**src/rtl/password_store_pkg.sv**
```systemverilog
// Shared definitions for the passcode store: op encodings, defaults, FSM states.
package password_store_pkg;

    localparam int unsigned DEF_SLOTS   = 4;
    localparam int unsigned DEF_DIGITS  = 4;
    localparam int unsigned DEF_DIGIT_W = 4;

    // op_mode encodings driven by the lock controller
    typedef enum logic [1:0] {
        OP_STANDBY = 2'd0,
        OP_SAVE    = 2'd1,
        OP_DELETE  = 2'd2,
        OP_COMPARE = 2'd3
    } op_e;

    // Request FSM states, also visible to controller-side checkers
    typedef enum logic [1:0] {
        ST_IDLE   = 2'd0,
        ST_SCAN   = 2'd1,
        ST_RESULT = 2'd2,
        ST_DONE   = 2'd3
    } state_e;

endpackage

```
**src/rtl/password_store_if.sv**
```systemverilog
// Controller <-> passcode store request/response bundle.
//   master: lock controller (drives op_mode, *_start, code_in)
//   slave : password_store (drives done pulses, match, error_open, busy, slots_used)
interface password_store_if #(
    parameter int unsigned SLOTS   = 4,
    parameter int unsigned DIGITS  = 4,
    parameter int unsigned DIGIT_W = 4
);
    localparam int unsigned CODE_W = DIGITS * DIGIT_W;
    localparam int unsigned CNT_W  = $clog2(SLOTS + 1);

    logic [1:0]        op_mode;
    logic              save_start;
    logic              delete_start;
    logic              compare_start;
    logic [CODE_W-1:0] code_in;
    logic              saver_done;
    logic              deleter_done;
    logic              comparator_done;
    logic              match;
    logic              error_open;
    logic              busy;
    logic [CNT_W-1:0]  slots_used;

    modport master (
        output op_mode, save_start, delete_start, compare_start, code_in,
        input  saver_done, deleter_done, comparator_done, match, error_open,
               busy, slots_used
    );

    modport slave (
        input  op_mode, save_start, delete_start, compare_start, code_in,
        output saver_done, deleter_done, comparator_done, match, error_open,
               busy, slots_used
    );
endinterface

```
**src/rtl/password_store_code_slot_bank.sv**
```systemverilog
// Passcode storage: valid bits + code array with one indexed read port,
// one write/clear port and a registered popcount of valid slots.
//   rd_idx/rd_valid_c/rd_code_c : combinational slot read
//   wr_en/wr_set/wr_idx/wr_code : wr_set=1 writes code and sets valid,
//                                 wr_set=0 clears valid only
//   slots_used                  : count of valid slots, tracks the write
module password_store_code_slot_bank #(
    parameter int unsigned SLOTS  = 4,
    parameter int unsigned CODE_W = 16
) (
    input  logic                         clk,
    input  logic                         reset_n,
    input  logic [$clog2(SLOTS)-1:0]     rd_idx,
    output logic                         rd_valid_c,
    output logic [CODE_W-1:0]            rd_code_c,
    input  logic                         wr_en,
    input  logic                         wr_set,
    input  logic [$clog2(SLOTS)-1:0]     wr_idx,
    input  logic [CODE_W-1:0]            wr_code,
    output logic [$clog2(SLOTS+1)-1:0]   slots_used
);
    localparam int unsigned CNT_W = $clog2(SLOTS + 1);

    logic [SLOTS-1:0]  valid_q, valid_d;
    logic [CODE_W-1:0] code_q [SLOTS];
    logic [CODE_W-1:0] code_d [SLOTS];
    logic [CNT_W-1:0]  used_q, used_d;

    assign rd_valid_c = valid_q[rd_idx];
    assign rd_code_c  = code_q[rd_idx];
    assign slots_used = used_q;

    // Next storage state; count derived from next valid so it moves with the write
    always_comb begin
        valid_d = valid_q;
        code_d  = code_q;
        used_d  = '0;
        if (wr_en) begin
            valid_d[wr_idx] = wr_set;
            if (wr_set) begin
                code_d[wr_idx] = wr_code;
            end
        end
        for (int i = 0; i < SLOTS; i++) begin
            used_d = used_d + CNT_W'(valid_d[i]);
        end
    end

    always_ff @(posedge clk or negedge reset_n) begin
        if (!reset_n) begin
            valid_q <= '0;
            used_q  <= '0;
            for (int i = 0; i < SLOTS; i++) begin
                code_q[i] <= '0;
            end
        end else begin
            valid_q <= valid_d;
            used_q  <= used_d;
            code_q  <= code_d;
        end
    end
endmodule

```
**src/rtl/password_store.sv**
```systemverilog
// Passcode store responder: accepts save/delete/compare requests on rising
// start edges, scans every slot once, applies the update, pulses a done.
//   clk, reset_n : clock, async active-low reset
//   bus          : password_store_if.slave request/response bundle
module password_store
    import password_store_pkg::*;
#(
    parameter int unsigned SLOTS   = DEF_SLOTS,
    parameter int unsigned DIGITS  = DEF_DIGITS,
    parameter int unsigned DIGIT_W = DEF_DIGIT_W
) (
    input  logic             clk,
    input  logic             reset_n,
    password_store_if.slave  bus
);
    localparam int unsigned CODE_W = DIGITS * DIGIT_W;
    localparam int unsigned IDX_W  = $clog2(SLOTS);
    localparam int unsigned CNT_W  = $clog2(SLOTS + 1);

    state_e            state_q, state_d;
    op_e               op_q, op_d;
    logic [CODE_W-1:0] code_q, code_d;
    logic [IDX_W-1:0]  idx_q, idx_d;
    logic              hit_q, hit_d, free_q, free_d;
    logic [IDX_W-1:0]  hit_idx_q, hit_idx_d, free_idx_q, free_idx_d;
    logic              save_start_q, delete_start_q, compare_start_q;
    logic              saver_done_q, saver_done_d;
    logic              deleter_done_q, deleter_done_d;
    logic              comparator_done_q, comparator_done_d;
    logic              match_q, match_d, error_q, error_d, busy_q, busy_d;

    logic              save_edge, delete_edge, compare_edge;
    logic              rd_valid;
    logic [CODE_W-1:0] rd_code;
    logic              wr_en, wr_set;
    logic [IDX_W-1:0]  wr_idx;
    logic [CNT_W-1:0]  slots_used;
    op_e               req;

    assign save_edge    = bus.save_start    & ~save_start_q;
    assign delete_edge  = bus.delete_start  & ~delete_start_q;
    assign compare_edge = bus.compare_start & ~compare_start_q;

    password_store_code_slot_bank #(.SLOTS(SLOTS), .CODE_W(CODE_W)) u_bank (
        .clk        (clk),
        .reset_n    (reset_n),
        .rd_idx     (idx_q),
        .rd_valid_c (rd_valid),
        .rd_code_c  (rd_code),
        .wr_en      (wr_en),
        .wr_set     (wr_set),
        .wr_idx     (wr_idx),
        .wr_code    (code_q),
        .slots_used (slots_used)
    );

    // Next-state and result logic
    always_comb begin
        state_d           = state_q;
        op_d              = op_q;
        code_d            = code_q;
        idx_d             = idx_q;
        hit_d             = hit_q;
        hit_idx_d         = hit_idx_q;
        free_d            = free_q;
        free_idx_d        = free_idx_q;
        match_d           = match_q;
        error_d           = error_q;
        busy_d            = busy_q;
        saver_done_d      = 1'b0;
        deleter_done_d    = 1'b0;
        comparator_done_d = 1'b0;
        wr_en             = 1'b0;
        wr_set            = 1'b0;
        wr_idx            = '0;
        req               = OP_STANDBY;

        // busy covers the done pulse cycle, then drops
        if (saver_done_q || deleter_done_q || comparator_done_q) begin
            busy_d = 1'b0;
        end

        // Priority pick first; the winner must also match op_mode
        if (save_edge) begin
            req = OP_SAVE;
        end else if (delete_edge) begin
            req = OP_DELETE;
        end else if (compare_edge) begin
            req = OP_COMPARE;
        end

        case (state_q)
            ST_IDLE: begin
                if (!busy_q && req != OP_STANDBY && bus.op_mode == req) begin
                    op_d    = req;
                    code_d  = bus.code_in;
                    match_d = 1'b0;
                    error_d = 1'b0;
                    busy_d  = 1'b1;
                    idx_d   = '0;
                    hit_d   = 1'b0;
                    free_d  = 1'b0;
                    state_d = ST_SCAN;
                end
            end
            ST_SCAN: begin
                // Keep only the lowest-index hit and free slot
                if (rd_valid && rd_code == code_q && !hit_q) begin
                    hit_d     = 1'b1;
                    hit_idx_d = idx_q;
                end
                if (!rd_valid && !free_q) begin
                    free_d     = 1'b1;
                    free_idx_d = idx_q;
                end
                idx_d = idx_q + IDX_W'(1);
                if (idx_q == IDX_W'(SLOTS - 1)) begin
                    idx_d   = '0;
                    state_d = ST_RESULT;
                end
            end
            ST_RESULT: begin
                case (op_q)
                    OP_SAVE: begin
                        if (hit_q || !free_q) begin
                            error_d = 1'b1;
                        end else begin
                            wr_en  = 1'b1;
                            wr_set = 1'b1;
                            wr_idx = free_idx_q;
                        end
                    end
                    OP_DELETE: begin
                        // The last remaining code can never be deleted
                        if (!hit_q || slots_used == CNT_W'(1)) begin
                            error_d = 1'b1;
                        end else begin
                            wr_en  = 1'b1;
                            wr_idx = hit_idx_q;
                        end
                    end
                    OP_COMPARE: match_d = hit_q;
                    default: ;
                endcase
                state_d = ST_DONE;
            end
            ST_DONE: begin
                saver_done_d      = (op_q == OP_SAVE);
                deleter_done_d    = (op_q == OP_DELETE);
                comparator_done_d = (op_q == OP_COMPARE);
                state_d           = ST_IDLE;
            end
            default: state_d = ST_IDLE;
        endcase
    end

    always_ff @(posedge clk or negedge reset_n) begin
        if (!reset_n) begin
            state_q           <= ST_IDLE;
            op_q              <= OP_STANDBY;
            code_q            <= '0;
            idx_q             <= '0;
            hit_q             <= 1'b0;
            hit_idx_q         <= '0;
            free_q            <= 1'b0;
            free_idx_q        <= '0;
            save_start_q      <= 1'b0;
            delete_start_q    <= 1'b0;
            compare_start_q   <= 1'b0;
            saver_done_q      <= 1'b0;
            deleter_done_q    <= 1'b0;
            comparator_done_q <= 1'b0;
            match_q           <= 1'b0;
            error_q           <= 1'b0;
            busy_q            <= 1'b0;
        end else begin
            state_q           <= state_d;
            op_q              <= op_d;
            code_q            <= code_d;
            idx_q             <= idx_d;
            hit_q             <= hit_d;
            hit_idx_q         <= hit_idx_d;
            free_q            <= free_d;
            free_idx_q        <= free_idx_d;
            save_start_q      <= bus.save_start;
            delete_start_q    <= bus.delete_start;
            compare_start_q   <= bus.compare_start;
            saver_done_q      <= saver_done_d;
            deleter_done_q    <= deleter_done_d;
            comparator_done_q <= comparator_done_d;
            match_q           <= match_d;
            error_q           <= error_d;
            busy_q            <= busy_d;
        end
    end

    assign bus.saver_done      = saver_done_q;
    assign bus.deleter_done    = deleter_done_q;
    assign bus.comparator_done = comparator_done_q;
    assign bus.match           = match_q;
    assign bus.error_open      = error_q;
    assign bus.busy            = busy_q;
    assign bus.slots_used      = slots_used;
endmodule

```
**src/flat_wrapper.sv**
```systemverilog
// flat-port wrapper written by rule: the top's interface ports become plain ports
module password_store_flat import password_store_pkg::*;
#(
    parameter int unsigned SLOTS   = DEF_SLOTS,
    parameter int unsigned DIGITS  = DEF_DIGITS,
    parameter int unsigned DIGIT_W = DEF_DIGIT_W
)
  (clk, reset_n, bus_op_mode, bus_save_start, bus_delete_start, bus_compare_start, bus_code_in, bus_saver_done, bus_deleter_done, bus_comparator_done, bus_match, bus_error_open, bus_busy, bus_slots_used);
  password_store_if #(.SLOTS(SLOTS), .DIGITS(DIGITS), .DIGIT_W(DIGIT_W)) bus_i ();
  input  logic clk;
  input  logic reset_n;
  input wire logic [$bits(bus_i.op_mode)-1:0] bus_op_mode;
  input wire logic [$bits(bus_i.save_start)-1:0] bus_save_start;
  input wire logic [$bits(bus_i.delete_start)-1:0] bus_delete_start;
  input wire logic [$bits(bus_i.compare_start)-1:0] bus_compare_start;
  input wire logic [$bits(bus_i.code_in)-1:0] bus_code_in;
  output wire logic [$bits(bus_i.saver_done)-1:0] bus_saver_done;
  output wire logic [$bits(bus_i.deleter_done)-1:0] bus_deleter_done;
  output wire logic [$bits(bus_i.comparator_done)-1:0] bus_comparator_done;
  output wire logic [$bits(bus_i.match)-1:0] bus_match;
  output wire logic [$bits(bus_i.error_open)-1:0] bus_error_open;
  output wire logic [$bits(bus_i.busy)-1:0] bus_busy;
  output wire logic [$bits(bus_i.slots_used)-1:0] bus_slots_used;
  assign bus_i.op_mode = bus_op_mode;
  assign bus_i.save_start = bus_save_start;
  assign bus_i.delete_start = bus_delete_start;
  assign bus_i.compare_start = bus_compare_start;
  assign bus_i.code_in = bus_code_in;
  assign bus_saver_done = bus_i.saver_done;
  assign bus_deleter_done = bus_i.deleter_done;
  assign bus_comparator_done = bus_i.comparator_done;
  assign bus_match = bus_i.match;
  assign bus_error_open = bus_i.error_open;
  assign bus_busy = bus_i.busy;
  assign bus_slots_used = bus_i.slots_used;
  password_store #(.SLOTS(SLOTS), .DIGITS(DIGITS), .DIGIT_W(DIGIT_W)) u_core (.clk(clk), .reset_n(reset_n), .bus(bus_i));
endmodule
```
**config.mk**
```make
export PLATFORM = sky130hd
export DESIGN_NAME = password_store_flat
export DESIGN_NICKNAME = d
export VERILOG_FILES = /design/src/rtl/password_store_pkg.sv /design/src/rtl/password_store_if.sv /design/src/rtl/password_store_code_slot_bank.sv /design/src/rtl/password_store.sv /design/src/flat_wrapper.sv
export SDC_FILE = /design/constraint.sdc
export NUM_CORES = 1
export LEC_CHECK = 0
export BUFFER_PORTS_ARGS = -buffer_cell sky130_fd_sc_hd__buf_2
export CORE_ASPECT_RATIO = 0.8
export CORE_MARGIN = 2
export CORE_UTILIZATION = 40
export CTS_CLUSTER_DIAMETER = 200
export DETAILED_ROUTE_END_ITERATION = 12
export PLACE_DENSITY_LB_ADDON = 0.12
export SETUP_SLACK_MARGIN = 0.3
export SYNTH_ARGS = -nofsm -noshare
export SYNTH_HDL_FRONTEND = slang
export SYNTH_SLANG_ARGS = --single-unit
```
**constraint.sdc**
```tcl
create_clock -name clk -period 3.4 [get_ports clk]
set_clock_uncertainty 0.1 [all_clocks]
set_input_delay 1.02 -clock clk [delete_from_list [all_inputs] [get_ports clk]]
set_output_delay 1.02 -clock clk [all_outputs]
set_load 0.05 [all_outputs]
```
==> results.md <==
- DR vias/cell: ~5.2
- Critical path cell sequence: inv_1, ha_1, o311a_1, and2_1, o211ai_1, o21ai_1, fa_1, ha_1, ha_1
- Period utilisation layout: 0.843
- Internal power: around 1.8 mW
- Sequential cell fraction of total power: 0.554
- Number of post-CTS setup repair buffers: 0
- CTS Buf Count: 9
- Vias in the first global route: between 3,000 and 4,000
- N_diodes: 0
- Post-Route WL: 10,600 um
- Post-DP HPWL: between 7000 and 8000 um
- Area Growth Syn to Fin: 13.2%
- Iter 0 DRT Violations: roughly 120
- Critical Path Start Type: register
- Synth Area in Adders: 0.0282
- Routability congestion estimate: approximately 0.75
- Vias: roughly 3,100
- Initial antenna violation count: 0
- Slew Viols, Final: 0
- # IOs: 32
- Combinational share of power: 0.020
- Top cell type's share of synthesized area: 0.525
- Most numerous cell in the Yosys netlist: dfrtp_1
- DRT Pass-1 Iters: 4
- Dominant synthesized flop cell: dfrtp_1
- Synth area leaders: dfrtp_1 53%, mux2_2 19%, mux4_2 3.1%, ha_1 2.4%, mux2i_1 2.3%
- Slowest CP cell: fa_1
- Static Leak: ~2.8 nW
- Share of layout cells above drive strength 1: 0.390
- Clk pwr share: 0.425
- Grt ovf: 0
- TNS Setup: 0 ns
- Die Wd: ~130 um
- Final Hold Viols: 0
- Slew margin rel.: 0.606
- CP Max Fanout: 6
- Net Sw Frac: 0.211
- Port bufs: 31
- Clk slew on worst S/H paths: approximately 0.070 ns
- Root Buffer: clkbuf_16
- Final nets: 450
- Async set or reset register ratio after synthesis: 1.00
- Mux cell area share after synthesis: 0.259
- CTS hold repair buffers: 0
- Post-Synthesis Cells: ~380
- Post-synth EDFFs: 0
- FF+latch count, synth: 108
- Critical path required time: 3.53 ns
- Inst Count DP: 580
- Total Routing Usage GR: 0.169
- Worst-Skew Late Latency: ~0.35 ns
- Clock buffer depth: 2
- Starting Density: 0.404
- Num rows: 37
- Distinct cells, synth: around 60
- Hold Crit Class: reg2reg
- CTS tree: done
- Largest net degree at the start of global routing: 45
- Cell mode on critical path: ha_1
- Synth warn: 0
- Core ar.: approximately 0.013 sq mm
- Post-Synth Simple-Gate Area: 0.0642
- Synth Area in XOR/XNOR: 0.0187
- Max Fclk: roughly 0.35 GHz
- Htree depth: 3
- Post-Syn Nets: slightly above 400
- # DRC: 0
- Crit-path max cell delay: about 0.44 ns
- Status: finished, final reports clean
- Avg WL per Cell: around 18 um
- PD cells: 399 mW/mm^2
- Clk sinks: between 100 and 150
- P_sw: roughly 490 uW
- Largest family of logic cells by synthesized area: multiplexers
- Synth Area in Compound Gates: 0.0710
- Max Cap Viol: 0
- Final non-filler cell total: 595
- Largest area contributor in the netlist: dfrtp_1
- Unrepaired setup endpoints after global routing: no
- Final setup viols: 0
- Area of the mapped netlist: a little over 0.005 sq mm
- Critical path arrival: around 3.0 ns
- Die area: 0.0138 sq mm
- WS Path Type: reg2reg
- DIE HEIGHT: 105 um
- Commonest cells post-synth: 108 x dfrtp_1, 86 x mux2_2, 15 x inv_1
- Worst Max-Slew Pin Slew: 0.591 ns
- Antenna Nets Post-Route: 0
- Post-route minimum period: approximately 2.9 ns
- First-pass GRT wire length: 17,500 um
- VDD IR max: 232 uV
- Seq/Total Area, Yosys: 0.525
- Synth Area per Inst: approximately 14 sq um
- CP Capture Type: register
[cell type report]
cell class	count	area, sq um
fill	1161	6910
sequential	108	2700
multi-input combinational	237	2280
timing repair buffer	45	288
clock buffer	11	253
tap	175	219
inverter	15	56.3
clock inverter	4	25.0
[logic make-up (layout without fill, tap and decap cells)]
family                   after synthesis  count (layout)
buffers and inverters                 31              75
multiplexers                         110             110
adder cells (fa/ha/maj)               11              11
AO/OA/AOI/OAI                         51              51
AND/OR/NAND/NOR                       54              54
XOR/XNOR                              11              11
flip-flops                           108             108
[worst max-delay path, delay by kind of cell, from the launching register on]
kind / cells / cell delay, ns
adder cells (fa/ha/maj): 4 / 1.10
AO/OA/AOI/OAI: 3 / 0.80
flip-flops: 1 / 0.41
AND/OR/NAND/NOR: 1 / 0.26
buffers and inverters: 1 / 0.09
[layout by cell type (no fill, tap or decap), types with 3 or more instances in the layout]
cell type and count:
a21oi_1 11, o221ai_1 3, nand2b_1 6, mux2_2 86, mux2i_1 12, xnor2_1 5
and2_1 4, mux4_2 7, nand3_1 3, o21ai_0 10, nor2_1 8, buf_4 13
ha_1 10, nor2b_1 5, mux2_1 3, nand2_1 12, buf_2 30, dfrtp_1 107
clkbuf_16 9, nor3_1 5, inv_1 15, xor2_1 6
[metal layers]
layer | track usage | vias to the layer above | routed length (um)
met5 | 0 | - | 0
met4 | 0.0479 | 0 | 133
met3 | 0.0381 | 10 | 285
met2 | 0.246 | 30 | 4750
met1 | 0.252 | 1625 | 5440
li1 | - | 1449 | -
[stage by stage]
step / hold slack [ns] / util / setup WS (ns) / total power [mW] / cell area [sq um]
6_report: 0.348 / 0.457 / 0.533 / 2.32 / 5820
5_1_grt: 0.367 / 0.457 / 0.308 / 2.41 / 5820
4_1_cts: 0.351 / 0.457 / 0.428 / 2.37 / 5810
3_5_place_dp: 0.341 / 0.435 / 0.412 / 1.36 / 5540
3_3_place_gp: 0.332 / 0.435 / 0.520 / 1.36 / 5540
2_1_floorplan: 0.354 / - / 0.344 / 1.32 / 5150
[final timing paths]
check	startpoint	to	slack (ns)	cells past startpoint
max	u_core.op_q[0]	u_core.u_bank.slots_used[1]	0.53	9
min	u_core.bus.comparator_done	u_core.bus.busy	0.35	1
max reg2reg	u_core.op_q[0]	u_core.u_bank.slots_used[1]	0.53	9
min reg2reg	u_core.bus.comparator_done	u_core.bus.busy	0.35	1
max in group asynchronous	reset_n	u_core.code_q[3]	1.86	2
min in group asynchronous	reset_n	u_core.delete_start_q	0.56	1
[power by group through the flow]
stage	Sequential, mW	Combinational [mW]	Clock, mW
final	1.29	0.0476	0.988
after global routing	1.29	0.0563	1.07
after CTS	1.29	0.0509	1.03
after detailed placement	1.31	0.0505	0
after global placement	1.31	0.0494	0
after floorplan	1.31	0.00514	0
[flip-flops by register name, summed over array words and instances (netlist names), 2 cells and up]
signal / flops
u_core.u_bank.code_q: 64
u_core.code_q: 16
u_core.u_bank.valid_q: 4
u_core.u_bank.slots_used: 3
u_core.free_idx_q: 2
u_core.hit_idx_q: 2
u_core.idx_q: 2
u_core.op_q: 2
u_core.state_q: 2
[what timing repair did]
| action | CTS | global route |
|---|---|---|
| endpoints found under the setup margin | 0 | 2 |
| gates resized for setup | 0 | 4 |
| endpoints found under the hold margin | 0 | 0 |
Note: power is estimated with default switching activity, not from simulation.
